**src/rtl/neuron_pkg.sv**
```systemverilog
// Shared types for the leaky integrate-and-fire neuron: FSM states and
// the per-channel signed weight vector.
package neuron_pkg;

  localparam int unsigned WEIGHT_W = 4;
  localparam int unsigned MAX_IN   = 16;

  typedef enum logic [1:0] {
    StIntegrate,
    StFire,
    StRelease,
    StRefrac
  } neuron_state_t;

  typedef logic signed [WEIGHT_W-1:0] weight_t;
  typedef weight_t [MAX_IN-1:0] weight_vec_t;

  // Channels 0..3 weigh 4, 3, -2, 1; unused channels weigh 0.
  localparam weight_vec_t DEFAULT_WEIGHTS = 64'h0000_0000_0000_1e34;

endpackage

```
**src/rtl/lif_neuron_if.sv**
```systemverilog
// Spike-side bundle of the neuron: N_IN input req/ack channels, one output
// req/ack channel and the observable membrane potential.
interface lif_neuron_if #(
  parameter int unsigned N_IN      = 4,
  parameter int unsigned DATA_BITS = 8
);
  logic [N_IN-1:0]      in_data;
  logic [N_IN-1:0]      in_req;
  logic [N_IN-1:0]      in_ack;
  logic                 out_data;
  logic                 out_req;
  logic                 out_ack;
  logic [DATA_BITS-1:0] potential;

  modport master (
    output in_data, in_req, out_ack,
    input  in_ack, out_data, out_req, potential
  );

  modport slave (
    input  in_data, in_req, out_ack,
    output in_ack, out_data, out_req, potential
  );
endinterface

```
**src/rtl/spike_rx.sv**
```systemverilog
// One 4-phase spike receiver: acknowledges a request and emits a one-cycle
// event pulse when the accepted spike bit is set.
module spike_rx (
  input  logic clk_i,
  input  logic rst_ni,
  input  logic req_i,
  input  logic data_i,
  output logic ack_o,
  output logic event_o
);
  logic ack_q, ack_d;
  logic accept;

  assign accept = req_i & ~ack_q;

  always_comb begin
    ack_d = ack_q;
    if (accept) begin
      ack_d = 1'b1;
    end else if (!req_i) begin
      ack_d = 1'b0;
    end
  end

  always_ff @(posedge clk_i or negedge rst_ni) begin
    if (!rst_ni) begin
      ack_q <= 1'b0;
    end else begin
      ack_q <= ack_d;
    end
  end

  assign ack_o   = ack_q;
  assign event_o = accept & data_i;
endmodule

```
**src/rtl/lif_neuron.sv**
```systemverilog
// Leaky integrate-and-fire neuron: weighted multi-channel integration with a
// saturating potential, periodic leak, handshaked output spike and refractory.
module lif_neuron
  import neuron_pkg::*;
#(
  parameter int unsigned N_IN        = 4,
  parameter int unsigned DATA_BITS   = 8,
  parameter int unsigned WEIGHT_BITS = WEIGHT_W,
  parameter weight_vec_t WEIGHTS     = DEFAULT_WEIGHTS,
  parameter int unsigned THOLD       = 8,
  parameter int unsigned LEAK        = 1,
  parameter int unsigned LEAK_PERIOD = 16,
  parameter int unsigned REFRAC      = 2
) (
  input logic         clk,
  input logic         rst_n,
  lif_neuron_if.slave bus
);
  localparam int unsigned SumW    = DATA_BITS + WEIGHT_BITS + $clog2(N_IN) + 1;
  localparam int unsigned LeakW   = (LEAK_PERIOD > 1) ? $clog2(LEAK_PERIOD) : 1;
  localparam int unsigned RefracW = (REFRAC > 1) ? $clog2(REFRAC) : 1;

  localparam logic [DATA_BITS-1:0] PotMax     = '1;
  localparam logic [DATA_BITS-1:0] Thold      = DATA_BITS'(THOLD);
  localparam logic [LeakW-1:0]     LeakLast   = LeakW'(LEAK_PERIOD - 1);
  // Meaningless when REFRAC is 0, since the refractory state is then skipped.
  localparam logic [RefracW-1:0]   RefracLast = RefracW'(REFRAC - 1);

  neuron_state_t          state_q, state_d;
  logic [DATA_BITS-1:0]   pot_q, pot_d, next_pot;
  logic [LeakW-1:0]       leak_cnt_q, leak_cnt_d;
  logic [RefracW-1:0]     refrac_cnt_q, refrac_cnt_d;
  logic                   out_req_q, out_req_d;
  logic                   leak_tick;
  logic signed [SumW-1:0] sum;
  weight_t                w;
  logic [N_IN-1:0]        evt;
  logic [N_IN-1:0]        in_ack;

  for (genvar i = 0; i < N_IN; i++) begin : g_rx
    spike_rx u_rx (
      .clk_i  (clk),
      .rst_ni (rst_n),
      .req_i  (bus.in_req[i]),
      .data_i (bus.in_data[i]),
      .ack_o  (in_ack[i]),
      .event_o(evt[i])
    );
  end

  assign leak_tick = (state_q == StIntegrate) && (leak_cnt_q == LeakLast);

  // Wide signed sum so that any combination of events plus leak cannot wrap.
  always_comb begin
    w   = '0;
    sum = SumW'(pot_q);
    for (int unsigned i = 0; i < N_IN; i++) begin
      w = WEIGHTS[i];
      if (evt[i]) begin
        sum = sum + {{(SumW - WEIGHT_W){w[WEIGHT_W-1]}}, w};
      end
    end
    if (leak_tick) begin
      sum = sum - SumW'(LEAK);
    end
    if (sum[SumW-1]) begin
      next_pot = '0;
    end else if (sum > $signed(SumW'(PotMax))) begin
      next_pot = PotMax;
    end else begin
      next_pot = sum[DATA_BITS-1:0];
    end
  end

  always_comb begin
    state_d      = state_q;
    pot_d        = pot_q;
    leak_cnt_d   = '0;
    refrac_cnt_d = '0;
    case (state_q)
      StIntegrate: begin
        if (next_pot >= Thold) begin
          pot_d   = '0;
          state_d = StFire;
        end else begin
          pot_d      = next_pot;
          leak_cnt_d = leak_tick ? '0 : leak_cnt_q + 1'b1;
        end
      end
      StFire: begin
        if (bus.out_ack) begin
          state_d = StRelease;
        end
      end
      StRelease: begin
        if (!bus.out_ack) begin
          state_d = (REFRAC == 0) ? StIntegrate : StRefrac;
        end
      end
      StRefrac: begin
        if (refrac_cnt_q == RefracLast) begin
          state_d = StIntegrate;
        end else begin
          refrac_cnt_d = refrac_cnt_q + 1'b1;
        end
      end
      default: state_d = StIntegrate;
    endcase
    out_req_d = (state_d == StFire);
  end

  always_ff @(posedge clk or negedge rst_n) begin
    if (!rst_n) begin
      state_q      <= StIntegrate;
      pot_q        <= '0;
      leak_cnt_q   <= '0;
      refrac_cnt_q <= '0;
      out_req_q    <= 1'b0;
    end else begin
      state_q      <= state_d;
      pot_q        <= pot_d;
      leak_cnt_q   <= leak_cnt_d;
      refrac_cnt_q <= refrac_cnt_d;
      out_req_q    <= out_req_d;
    end
  end

  assign bus.in_ack    = in_ack;
  assign bus.out_req   = out_req_q;
  assign bus.out_data  = out_req_q;
  assign bus.potential = pot_q;
endmodule
```
**src/flat_wrapper.sv**
```systemverilog
// flat-port wrapper written by rule: the top's interface ports become plain ports
module lif_neuron_flat import neuron_pkg::*;
#(
  parameter int unsigned N_IN        = 4,
  parameter int unsigned DATA_BITS   = 8,
  parameter int unsigned WEIGHT_BITS = WEIGHT_W,
  parameter weight_vec_t WEIGHTS     = DEFAULT_WEIGHTS,
  parameter int unsigned THOLD       = 8,
  parameter int unsigned LEAK        = 1,
  parameter int unsigned LEAK_PERIOD = 16,
  parameter int unsigned REFRAC      = 2
)
  (clk, rst_n, bus_in_data, bus_in_req, bus_out_ack, bus_in_ack, bus_out_data, bus_out_req, bus_potential);
  lif_neuron_if #(.N_IN(N_IN), .DATA_BITS(DATA_BITS)) bus_i ();
  input logic clk;
  input logic rst_n;
  input wire logic [$bits(bus_i.in_data)-1:0] bus_in_data;
  input wire logic [$bits(bus_i.in_req)-1:0] bus_in_req;
  input wire logic [$bits(bus_i.out_ack)-1:0] bus_out_ack;
  output wire logic [$bits(bus_i.in_ack)-1:0] bus_in_ack;
  output wire logic [$bits(bus_i.out_data)-1:0] bus_out_data;
  output wire logic [$bits(bus_i.out_req)-1:0] bus_out_req;
  output wire logic [$bits(bus_i.potential)-1:0] bus_potential;
  assign bus_i.in_data = bus_in_data;
  assign bus_i.in_req = bus_in_req;
  assign bus_i.out_ack = bus_out_ack;
  assign bus_in_ack = bus_i.in_ack;
  assign bus_out_data = bus_i.out_data;
  assign bus_out_req = bus_i.out_req;
  assign bus_potential = bus_i.potential;
  lif_neuron #(.N_IN(N_IN), .DATA_BITS(DATA_BITS), .WEIGHT_BITS(WEIGHT_BITS), .WEIGHTS(WEIGHTS), .THOLD(THOLD), .LEAK(LEAK), .LEAK_PERIOD(LEAK_PERIOD), .REFRAC(REFRAC)) u_core (.clk(clk), .rst_n(rst_n), .bus(bus_i));
endmodule
```
**config.mk**
```make
export PLATFORM = sky130hd
export DESIGN_NAME = lif_neuron_flat
export DESIGN_NICKNAME = d
export VERILOG_FILES = /design/src/rtl/neuron_pkg.sv /design/src/rtl/lif_neuron_if.sv /design/src/rtl/spike_rx.sv /design/src/rtl/lif_neuron.sv /design/src/flat_wrapper.sv
export SDC_FILE = /design/constraint.sdc
export NUM_CORES = 1
export LEC_CHECK = 0
export CAP_MARGIN = 20
export CELL_PAD_IN_SITES_DETAIL_PLACEMENT = 0
export CELL_PAD_IN_SITES_GLOBAL_PLACEMENT = 2
export CORE_AREA = 2 2 94 96
export DETAILED_ROUTE_END_ITERATION = 16
export DIE_AREA = 0 0 96 98
export HOLD_SLACK_MARGIN = 0.02
export MAX_ROUTING_LAYER = met4
export PLACE_DENSITY_LB_ADDON = 0.1
export SYNTH_ARGS = -nofsm -noshare
export SYNTH_HDL_FRONTEND = slang
export SYNTH_HIERARCHICAL = 1
export SYNTH_SLANG_ARGS = --single-unit
```
**constraint.sdc**
```tcl
create_clock -name clk -period 11 [get_ports clk]
set_input_delay 2.75 -clock clk [delete_from_list [all_inputs] [get_ports clk]]
set_output_delay 2.75 -clock clk [all_outputs]
set_load 0.005 [all_outputs]
```
==> metrics.yaml, run 1 <==
critical_path:
  path_buf_inv: 2
  critPathKind: "in2reg"
  endpoint_kind: "flop"
  path_cells: "clkdlybuf4s50_1 > and3b_1 > xnor2_2 > xnor2_1 > inv_1 > ha_1 > nand2_1 > xnor3_4 > nor2_1 > nand4_1 > a2111oi_0 > a41o_1 > a31oi_1 > o21ai_2 > nor4b_2"
  rrSetupSlack_ns: 6.62
  rr_worst_depth: 14
  critPathMaxFanout: 11
  crit_path_start_kind: "input port"
  crit_start: "bus_in_req[0]"
  cp.arrival_ns: 7.10
  regToRegEndpoint: "u_core/leak_cnt_q[0]"
  timing.rr.start: "u_core/g_rx[0].u_rx/ack_o"
  worstPathRequired_ns: 11.17
  slowest_delay_ns: 0.58
  slowest_stage: "xnor3_4"
  cp_top_family: "simple AND/OR/NAND/NOR gates"
synth:
  synth_seq_cells: 20
  seq_area_frac_synth_pct: 24.6
  async_flop_share_pct: 100
  yosys_warnings: 6
  syn_avg_cell_area_um2: 8.60
  synth.distinct_cells: 68
  synth_flop_cell: "dfrtp_1"
  netlist_instances: 236
  synth_area_um2: 2030
  synth_edf_count: 0
  synthesis.nets: 253
die:
  core_region_area_um2: 8470
  dieHeight_um: 98
  num_rows: 34
  die_width_um: 96
  dieArea_um2: 9410
  ioPinCount: 25
  initial_core_util_pct: 24.0
clocking:
  numCtsBuffers: 3
  hold_buffers: 0
  cts_setup_buffers: 0
  cts_tree: "built"
  ctsLongestPathBuffers: 2
  cts_sinks: 20
  cts-resized-gates: 0
  htree_levels: 1
  clk_latency_ns: 0.27
  cts_root_buffer: "clkbuf_8"
  clk_pin_slew_ns: 0.08
finish:
  mostFrequentLayoutCell: "clkdlybuf4s50_1"
  fillers: 909
  syn_to_final_growth_pct: 18.1
  multiInputGateArea_um2: 1420
  diodes: 0
  drive_gt1_share_pct: 11.6
  regArea_um2: 500
  fin_cells: 359
  layout_common_cells: "24 x clkdlybuf4s50_1, 20 x dfrtp_1, 18 x nor2_1, 17 x nand2_1, 10 x xnor2_1"
  nets: 269
hold_path:
  whs_path_depth: 1
  min-delay-path-class: "reg2reg"
  holdPathEnd: "u_core/refrac_cnt_q"
  worstHoldStart: "u_core/refrac_cnt_q"
global_routing:
  grt_pass1_wl_um: 8930
  grt_overflow: 0
  grt_use_total_pct: 12.1
  grt_antenna_before_repair: 0
  grt_max_degree: 21
  grt_pass1_vias: 1726
drt:
  wl_per_cell_um: 14.8
  dr.first_iter.drc_count: 88
  first_pass_iters: 4
  route.detailed.drc: 0
  vias_per_cell: 4.98
  drt_wl_total_um: 5330
  ant_nets: 0
  route.vias.total: 1787
timing:
  worst_pin_slew_ns: 0.936
  period_share_pct: 63.0
  hold_viol_final: 0
  fin_tns_setup_ns: 0
  report.final.slew_viol_count: 0
  setup_violations: 0
  fmax_ghz: 0.144
  rsz0062_at_grt: "false"
  period_minus_slack_ns: 6.92
  max_slew_margin_pct: 37.4
  final.setup_skew_ns: 0.00714
placement:
  placement.io_buffers: 24
  gp_congestion: 0.752
  hpwl_um: 4230
  dpl.cell_count: 355
flow_run:
  maxCapViolations: 0
pwr:
  power_mw: 0.337
  power.density_nw_per_um2: 141
  power_leakage_nw: 0.937
  vdd_drop_max_uv: 99.0
run_status:
  status: "finished, final reports clean"
==> sequential cells by signal (all words and copies together) (netlist names) <==
signal / count
u_core/leak_cnt_q: 4
u_core/refrac_cnt_q: 1
u_core/bus.out_data: 1
u_core/state_q: 2
u_core/bus.potential: 8
u_core/g_rx.u_rx/ack_o: 4
==> cell usage after synthesis, types with 3 or more instances <==
master     n  share of area, %
nand3b_1   3               1.1
a211oi_1   3               1.1
o22ai_1    4               1.2
xnor2_1   10               4.3
and3_1     8               2.5
nand4_1    5               1.5
buf_4      3               1.1
inv_1      8               1.5
a21o_2     3               1.3
ha_1       6               3.7
o21a_1     5               1.8
and3b_1    4               1.7
a31oi_1    4               1.2
dfrtp_1   20                25
nand2_1   17               3.1
nand2b_1   3              0.92
nand3_1    8               2.0
xor2_1     6               2.6
a22oi_1    3               1.1
o21ai_0    9               2.2
o211ai_1   5               1.8
nor3_1     6               1.5
nor2_1    18               3.3
and2_1     8               2.5
a21oi_1    6               1.5
clkbuf_1   7               1.3
==> per-stage QoR <==
step | util (%) | worst slack, ns | hold WS (ns) | area [µm²]
floorplan | - | 5.09 | 0.401 | 2030
global placement | 27.5 | 3.63 | 0.423 | 2330
detailed placement | 27.5 | 3.82 | 0.429 | 2330
CTS | 28.3 | 4.07 | 0.441 | 2400
global route | 28.3 | 3.66 | 0.451 | 2400
finish | 28.3 | 4.08 | 0.438 | 2400
==> where the power goes <==
part           internal (mW)  switching, mW  leakage, nW
clock network         0.0486         0.0259       0.0357
registers             0.0874         0.0195        0.259
logic                 0.0727         0.0829        0.642
==> worst max-delay path by stage <==
stage | end | cells after the start
6_report | u_core/leak_cnt_q[0] | 15
5_1_grt | u_core/leak_cnt_q[0] | 15
4_1_cts | u_core/leak_cnt_q[0] | 15
3_5_place_dp | u_core/leak_cnt_q[0] | 15
3_3_place_gp | u_core/leak_cnt_q[0] | 16
2_1_floorplan | u_core/state_q[0] | 14
==> cell type report <==
cell class / count / share of cell area, %
clock buffer: 3 / 1.72
clock inverter: 1 / 1.25
inverter: 8 / 1.25
multi-input combinational: 195 / 59.3
sequential: 20 / 20.9
tap: 108 / 5.63
timing repair buffer: 24 / 10.0
==> metal layers <==
| metal | part of all wire (%) | vias to the layer above | GRT usage [%] |
|---|---|---|---|
| li1 | - | 917 | - |
| met1 | 51 | 848 | 17.5 |
| met2 | 46 | 17 | 18.3 |
| met3 | 1.7 | 5 | 0.694 |
| met4 | 1.2 | 0 | 3.30 |
| met5 | 0 | - | - |
==> worst register-to-register path, stage by stage, from the launching register on <==
cell and delay [ns]:
dfrtp_1 0.37, and3b_1 0.50, xnor2_2 0.24, xnor2_1 0.34, inv_1 0.15, ha_1 0.22, nand2_1 0.19, xnor3_4 0.58
nor2_1 0.23, nand4_1 0.14, a2111oi_0 0.41, a41o_1 0.20, a31oi_1 0.15, o21ai_2 0.31, nor4b_2 0.26
==> cells by family after synthesis <==
| kind of cell | share of synthesized area, % |
|---|---|
| flops | 24.6 |
| fa+ha+maj | 3.70 |
| xor+xnor | 11.2 |
| simple gates | 26.7 |
| mux | 1.17 |
| compound gates | 27.3 |
| buf+inv | 5.36 |
No activity file was read; power rests on OpenSTA's default activity.
==> run 2, diff against run 1 <==
==> constraint.sdc (replaced) <==
create_clock -name clk -period 6.8 [get_ports clk]
set_input_delay 1.7 -clock clk [delete_from_list [all_inputs] [get_ports clk]]
set_output_delay 1.7 -clock clk [all_outputs]
set_load 0.005 [all_outputs]
==> run 2 against run 1 <==
Against the previous run: die area stayed put; register-to-register slack worse by 4.2 ns; final cell count stayed put; clock skew is 0.0023 ns higher; utilization stayed put; via count is 0.45% higher; routed wire length is 0.66% higher; first-iteration DRC count is 48% lower; combinational power is 62% higher; design area stayed put; sequential share of layout area stayed put; worst hold slack better by 0.0021 ns; critical endpoint unchanged; largest power group unchanged.
==> metrics.yaml, run 2 (synthesis results as in run 1) <==
run_status:
  status: "finished, final reports clean"
drt:
  highest_layer: "met4"
  wl_met2_um: 2500  # +1.3%
  route.detailed.drc: 0  # unchanged
  first_pass_iters: 4  # unchanged
  route.vias.total: 1795  # +0.45%
  drt_wl_total_um: 5360  # +0.66%
  wl_per_cell_um: 14.9  # +0.66%
  ant_nets: 0  # unchanged
  vias_per_cell: 5.00  # +0.45%
  met1_length_um: 2740  # +1.1%
  dr.first_iter.drc_count: 46  # -48%
  met3_length_um: 62  # -30%
clocking:
  ctsLongestPathBuffers: 2  # unchanged
  cts-resized-gates: 0  # unchanged
  cts_root_buffer: "clkbuf_8"
  clk_pin_slew_ns: 0.08  # about the same
  cts_setup_buffers: 0  # unchanged
  numCtsBuffers: 3  # unchanged
  clk_latency_ns: 0.27  # about the same
  hold_buffers: 0  # unchanged
  htree_levels: 1  # unchanged
  cts_sinks: 20  # unchanged
  cts_tree: "built"
timing:
  max_slew_margin_pct: 37.0  # -0.46 points
  final.setup_skew_ns: 0.00940  # +0.00225 ns
  rsz0062_at_grt: "false"
  fin_ws_ns: 0.894  # -3.18 ns
  period_minus_slack_ns: 5.91
  worst_pin_slew_ns: 0.942  # +0.00685 ns
  setup_violations: 0  # unchanged
  period_share_pct: 86.9
  fin_tns_setup_ns: 0  # unchanged
  hold_viol_final: 0  # unchanged
  fmax_ghz: 0.169
  report.final.slew_viol_count: 0  # unchanged
critical_path:
  crit_path_start_kind: "input port"
  rr_worst_depth: 14  # unchanged
  cp.arrival_ns: 6.08  # -1.02 ns
  critPathMaxFanout: 11  # unchanged
  critPathKind: "in2reg"
  worstPathRequired_ns: 6.98  # -4.19 ns
  rrSetupSlack_ns: 2.38  # -4.24 ns
  crit_start: "bus_in_req[0]"
  timing.rr.start: "u_core/g_rx[0].u_rx/ack_o"
  endpoint_kind: "flop"
hold_path:
  worstHoldStart: "u_core/refrac_cnt_q"
  min-delay-path-class: "reg2reg"
  whs_path_depth: 1  # unchanged
die:
  ioPinCount: 25  # unchanged
  initial_core_util_pct: 24.0  # unchanged
  die_width_um: 96  # unchanged
  dieArea_um2: 9410  # unchanged
  num_rows: 34  # unchanged
  core_region_area_um2: 8470  # unchanged
  dieHeight_um: 98  # unchanged
pwr:
  power.density_nw_per_um2: 228  # +62%
  p_int_mw: 0.338  # +62%
  p_comb_share_pct: 46.2  # about the same
  switchingPower_mw: 0.209  # +63%
  seqPwrFrac_pct: 31.7  # about the same
  power.share.clock_pct: 22.2  # about the same
  switching_share_pct: 38.2  # +0.19 points
  power_leakage_nw: 0.937  # unchanged
  vdd_drop_max_uv: 148  # +49%
placement:
  dp_slack_ns: 0.656  # -3.17 ns
  hpwl_um: 4280  # +1.0%
  gp_congestion: 0.751  # about the same
  placement.io_buffers: 24  # unchanged
finish:
  syn_to_final_growth_pct: 18.1  # unchanged
  largest_register_ffs: 8  # unchanged
  mostFrequentLayoutCell: "clkdlybuf4s50_1"
  finish.utilization_pct: 28.3  # unchanged
  nets: 269  # unchanged
  drive_gt1_share_pct: 11.6  # unchanged
  layout_common_cells: "24 x clkdlybuf4s50_1, 20 x dfrtp_1, 18 x nor2_1, 17 x nand2_1, 10 x xnor2_1"
  diodes: 0  # unchanged
flow_run:
  maxCapViolations: 0  # unchanged
global_routing:
  grt_overflow: 0  # unchanged
  grt_pass1_vias: 1718  # -0.46%
  grt_pass1_wl_um: 8940  # about the same
  grt_max_degree: 21  # unchanged
  grt_antenna_before_repair: 0  # unchanged
  grt_use_total_pct: 12.3  # +0.16 points
run 2: cell counts in the layout (fill, tap and decap cells not counted):
Identical to the previous run, type by type.
run 2: worst paths after layout:
kind                                              to
setup / recovery                u_core/leak_cnt_q[0]
hold / removal                   u_core/refrac_cnt_q
setup reg to reg                u_core/leak_cnt_q[0]
hold reg to reg                  u_core/refrac_cnt_q
max in group asynchronous    u_core/bus.potential[7]
min in group asynchronous  u_core/g_rx[1].u_rx/ack_o
run 2: layout make-up:
cell class | count | area (µm²)
tap | 108 | 135
timing repair buffer | 24 | 240
inverter | 8 | 30.0
clock buffer | 3 | 41.3
multi-input combinational | 195 | 1420
clock inverter | 1 | 30.0
sequential | 20 | 500
fill | 903 | 6070
run 2: worst max-delay path: stages:
cell and delay, ns:
clkdlybuf4s50_1 0.47, and3b_1 0.46, xnor2_2 0.25, xnor2_1 0.34, inv_1 0.15, ha_1 0.22, nand2_1 0.19, xnor3_4 0.58
nor2_1 0.22, nand4_1 0.13, a2111oi_0 0.47, a41o_1 0.20, a31oi_1 0.15, o21ai_2 0.30, nor4b_2 0.26
run 2: power groups by stage:
| stage | sequential [mW] | combinational (mW) | clock (mW) |
|---|---|---|---|
| final | 0.173 | 0.252 | 0.121 |
| after global routing | 0.178 | 0.287 | 0.129 |
| after CTS | 0.174 | 0.255 | 0.124 |
| after detailed placement | 0.176 | 0.254 | 0 |
| after global placement | 0.177 | 0.263 | 0 |
| after floorplan | 0.166 | 0.189 | 0 |
run 2: metrics by stage:
step	std cells	hold WS [ns]	power (mW)	area (µm²)
3_5_place_dp	355	0.424	0.430	2330
3_3_place_gp	355	0.423	0.440	2330
5_1_grt	359	0.457	0.594	2400
4_1_cts	359	0.442	0.554	2400
6_report	359	0.440	0.547	2400
2_1_floorplan	236	0.401	0.355	2030
run 2: layer usage:
metal  vias to the layer above  global-route usage (%)
met1                       861                    17.6
met3                         5                   0.926
li1                        912                       -
met5                         -                       -
met2                        17                    18.5
met4                         0                    3.30
==> run 3, diff against run 2 <==
--- a/config.mk
+++ b/config.mk
@@ -8,12 +8,13 @@
 export CAP_MARGIN = 20
 export CELL_PAD_IN_SITES_DETAIL_PLACEMENT = 0
 export CELL_PAD_IN_SITES_GLOBAL_PLACEMENT = 2
-export CORE_AREA = 2 2 94 96
+export CORE_AREA = 2 2 131 69
 export DETAILED_ROUTE_END_ITERATION = 16
-export DIE_AREA = 0 0 96 98
+export DIE_AREA = 0 0 133 71
 export HOLD_SLACK_MARGIN = 0.02
 export MAX_ROUTING_LAYER = met4
 export PLACE_DENSITY_LB_ADDON = 0.1
+export SKIP_CTS_REPAIR_TIMING = 1
 export SYNTH_ARGS = -nofsm -noshare
 export SYNTH_HDL_FRONTEND = slang
 export SYNTH_HIERARCHICAL = 1
==> run 3 against run 2 <==
Against the previous run: largest cell class unchanged; fmax rose by 2.2%; flip-flop and latch count did not move; setup slack improved by 0.13 ns; critical path type unchanged; highest routed layer unchanged.
==> metrics.yaml, run 3 (synthesis results as in run 1) <==
run_status:
  status: "finished, final reports clean"
pwr:
  power_leakage_nw: 0.971  # +3.7%
  p_int_mw: 0.376  # +11%
  power.share.clock_pct: 27.5  # +5.3 points
  seqPwrFrac_pct: 29.3  # -2.4 points
  power.density_nw_per_um2: 239  # +4.9%
  switchingPower_mw: 0.215  # +2.8%
  switching_share_pct: 36.3  # -1.9 points
  vdd_drop_max_uv: 102  # -31%
  p_comb_share_pct: 43.3  # -2.9 points
finish:
  syn_to_final_growth_pct: 21.8
  nets: 273  # +1.5%
  multiInputGateArea_um2: 1420  # unchanged
  fillers: 904  # +0.11%
  layout_common_cells: "24 x clkdlybuf4s50_1, 20 x dfrtp_1, 18 x nor2_1, 17 x nand2_1, 10 x xnor2_1"
  largest_register_ffs: 8  # unchanged
  drive_gt1_share_pct: 12.9  # +1.4 points
  mostFrequentLayoutCell: "clkdlybuf4s50_1"
  regArea_um2: 500  # unchanged
  diodes: 0  # unchanged
critical_path:
  endpoint_kind: "flop"
  worstPathRequired_ns: 6.96  # -0.02 ns
  crit_path_start_kind: "input port"
  cp.arrival_ns: 5.94  # -0.14 ns
  slowest_stage: "xnor3_4"
  path_cells: "clkdlybuf4s50_1 > and3b_1 > xnor2_2 > xnor2_1 > inv_1 > ha_1 > nand2_1 > xnor3_4 > nor2_1 > nand4_1 > a2111oi_0 > a41o_1 > a31oi_1 > o21ai_2 > nor4b_2"
  slowest_delay_ns: 0.57  # about the same
  rr_worst_depth: 15  # +1
  crit_start: "bus_in_req[0]"
  rrSetupSlack_ns: 2.52  # +0.14 ns
  timing.rr.start: "u_core/bus.potential[0]"
  critPathMaxFanout: 9  # -2
  critPathKind: "in2reg"
  regToRegEndpoint: "u_core/leak_cnt_q[0]"
hold_path:
  whs_path_depth: 1  # unchanged
  worstHoldStart: "u_core/refrac_cnt_q"
  min-delay-path-class: "reg2reg"
  holdPathEnd: "u_core/refrac_cnt_q"
flow_run:
  maxCapViolations: 0  # unchanged
clocking:
  htree_levels: 1  # unchanged
  cts_tree: "built"
  clk_pin_slew_ns: 0.06  # -0.02 ns
  clk_latency_ns: 0.26  # about the same
  cts_root_buffer: "clkbuf_16"
  cts_sinks: 20  # unchanged
  numCtsBuffers: 3  # unchanged
  ctsLongestPathBuffers: 2  # unchanged
global_routing:
  grt_antenna_before_repair: 0  # unchanged
  grt_pass1_wl_um: 9710  # +8.7%
  grt_overflow: 0  # unchanged
  grt_pass1_vias: 1672  # -2.7%
  grt_use_total_pct: 13.6  # +1.4 points
  grt_max_degree: 21  # unchanged
timing:
  final.setup_skew_ns: 0.00197  # -0.00743 ns
  fin_tns_setup_ns: 0  # unchanged
  max_slew_margin_pct: 38.4  # +1.4 points
  setup_violations: 0  # unchanged
  fmax_ghz: 0.173  # +2.2%
  rsz0062_at_grt: "false"
  worst_pin_slew_ns: 0.922  # -0.0208 ns
  fin_ws_ns: 1.02  # +0.128 ns
  period_minus_slack_ns: 5.78  # -0.128 ns
  report.final.slew_viol_count: 0  # unchanged
  period_share_pct: 85.0  # -1.9 points
  hold_viol_final: 0  # unchanged
die:
  dieHeight_um: 71  # -28%
  die_width_um: 133  # +39%
  num_rows: 24  # -29%
  core_region_area_um2: 8380  # -1.0%
  initial_core_util_pct: 24.2  # +0.25 points
  dieArea_um2: 9440  # +0.37%
  ioPinCount: 25  # unchanged
drt:
  dr.first_iter.drc_count: 195  # +320%
  drt_wl_total_um: 5800  # +8.2%
  route.vias.total: 1806  # +0.61%
  wl_per_cell_um: 15.6  # +4.4%
  first_pass_iters: 4  # unchanged
  vias_per_cell: 4.85  # -2.9%
  ant_nets: 0  # unchanged
  route.detailed.drc: 0  # unchanged
placement:
  placement.io_buffers: 24  # unchanged
  dp_slack_ns: 0.797  # +0.142 ns
  hpwl_um: 4670  # +9.2%
  gp_congestion: 0.799  # +6.4%
run 3: cell count changes in the layout (fill, tap and decap cells not counted):
| cell | delta |
|---|---|
| clkbuf_8 | -3 |
| buf_4 | +4 |
| clkbuf_16 | +3 |
run 3: metal layers:
metal	GRT usage, %	vias to the layer above	part of all wire [%]
met3	4.30	2	5.9
li1	-	922	-
met2	15.9	45	34
met1	22.0	837	60
met5	-	-	0
met4	1.43	0	0.21
run 3: cell type report:
cell class / count / area share [%]
Clock buffer: 3 / 3.03
Clock inverter: 1 / 1.21
Multi-Input combinational cell: 195 / 57.5
Timing Repair Buffer: 28 / 10.9
Tap cell: 117 / 5.92
Inverter: 8 / 1.21
Sequential cell: 20 / 20.2
run 3: critical path, delay by kind of cell:
| family | cells | cell delay [ns] |
|---|---|---|
| adder cells (fa/ha/maj) | 1 | 0.21 |
| XOR/XNOR | 3 | 1.26 |
| AND/OR/NAND/NOR | 5 | 1.09 |
| buffers and inverters | 2 | 0.56 |
| AO/OA/AOI/OAI | 4 | 1.12 |
run 3: power groups by stage:
stage	sequential (mW)	combinational (mW)	clock, mW
floorplan	0.166	0.189	0
global placement	0.176	0.265	0
detailed placement	0.175	0.257	0
CTS	0.173	0.259	0.170
global route	0.178	0.290	0.175
finish	0.173	0.256	0.162
run 3: metrics by stage:
step           cell area, µm²  hold slack, ns  utilization (%)  total power, mW  cells
3_3_place_gp             2370           0.411             28.3            0.441    368
6_report                 2470           0.430             29.5            0.591    372
3_5_place_dp             2370           0.425             28.3            0.432    368
4_1_cts                  2470           0.433             29.5            0.602    372
2_1_floorplan            2030           0.401                -            0.355    236
5_1_grt                  2470           0.469             29.5            0.643    372
run 3: how the worst max path moves through the flow:
stage / end / slack, ns / cells after the start
after floorplan: u_core/state_q[0] / 1.94 / 14
after global placement: u_core/leak_cnt_q[0] / 0.70 / 16
after detailed placement: u_core/leak_cnt_q[0] / 0.80 / 15
after CTS: u_core/leak_cnt_q[0] / 1.04 / 15
after global routing: u_core/leak_cnt_q[0] / 0.73 / 15
final: u_core/leak_cnt_q[0] / 1.02 / 15
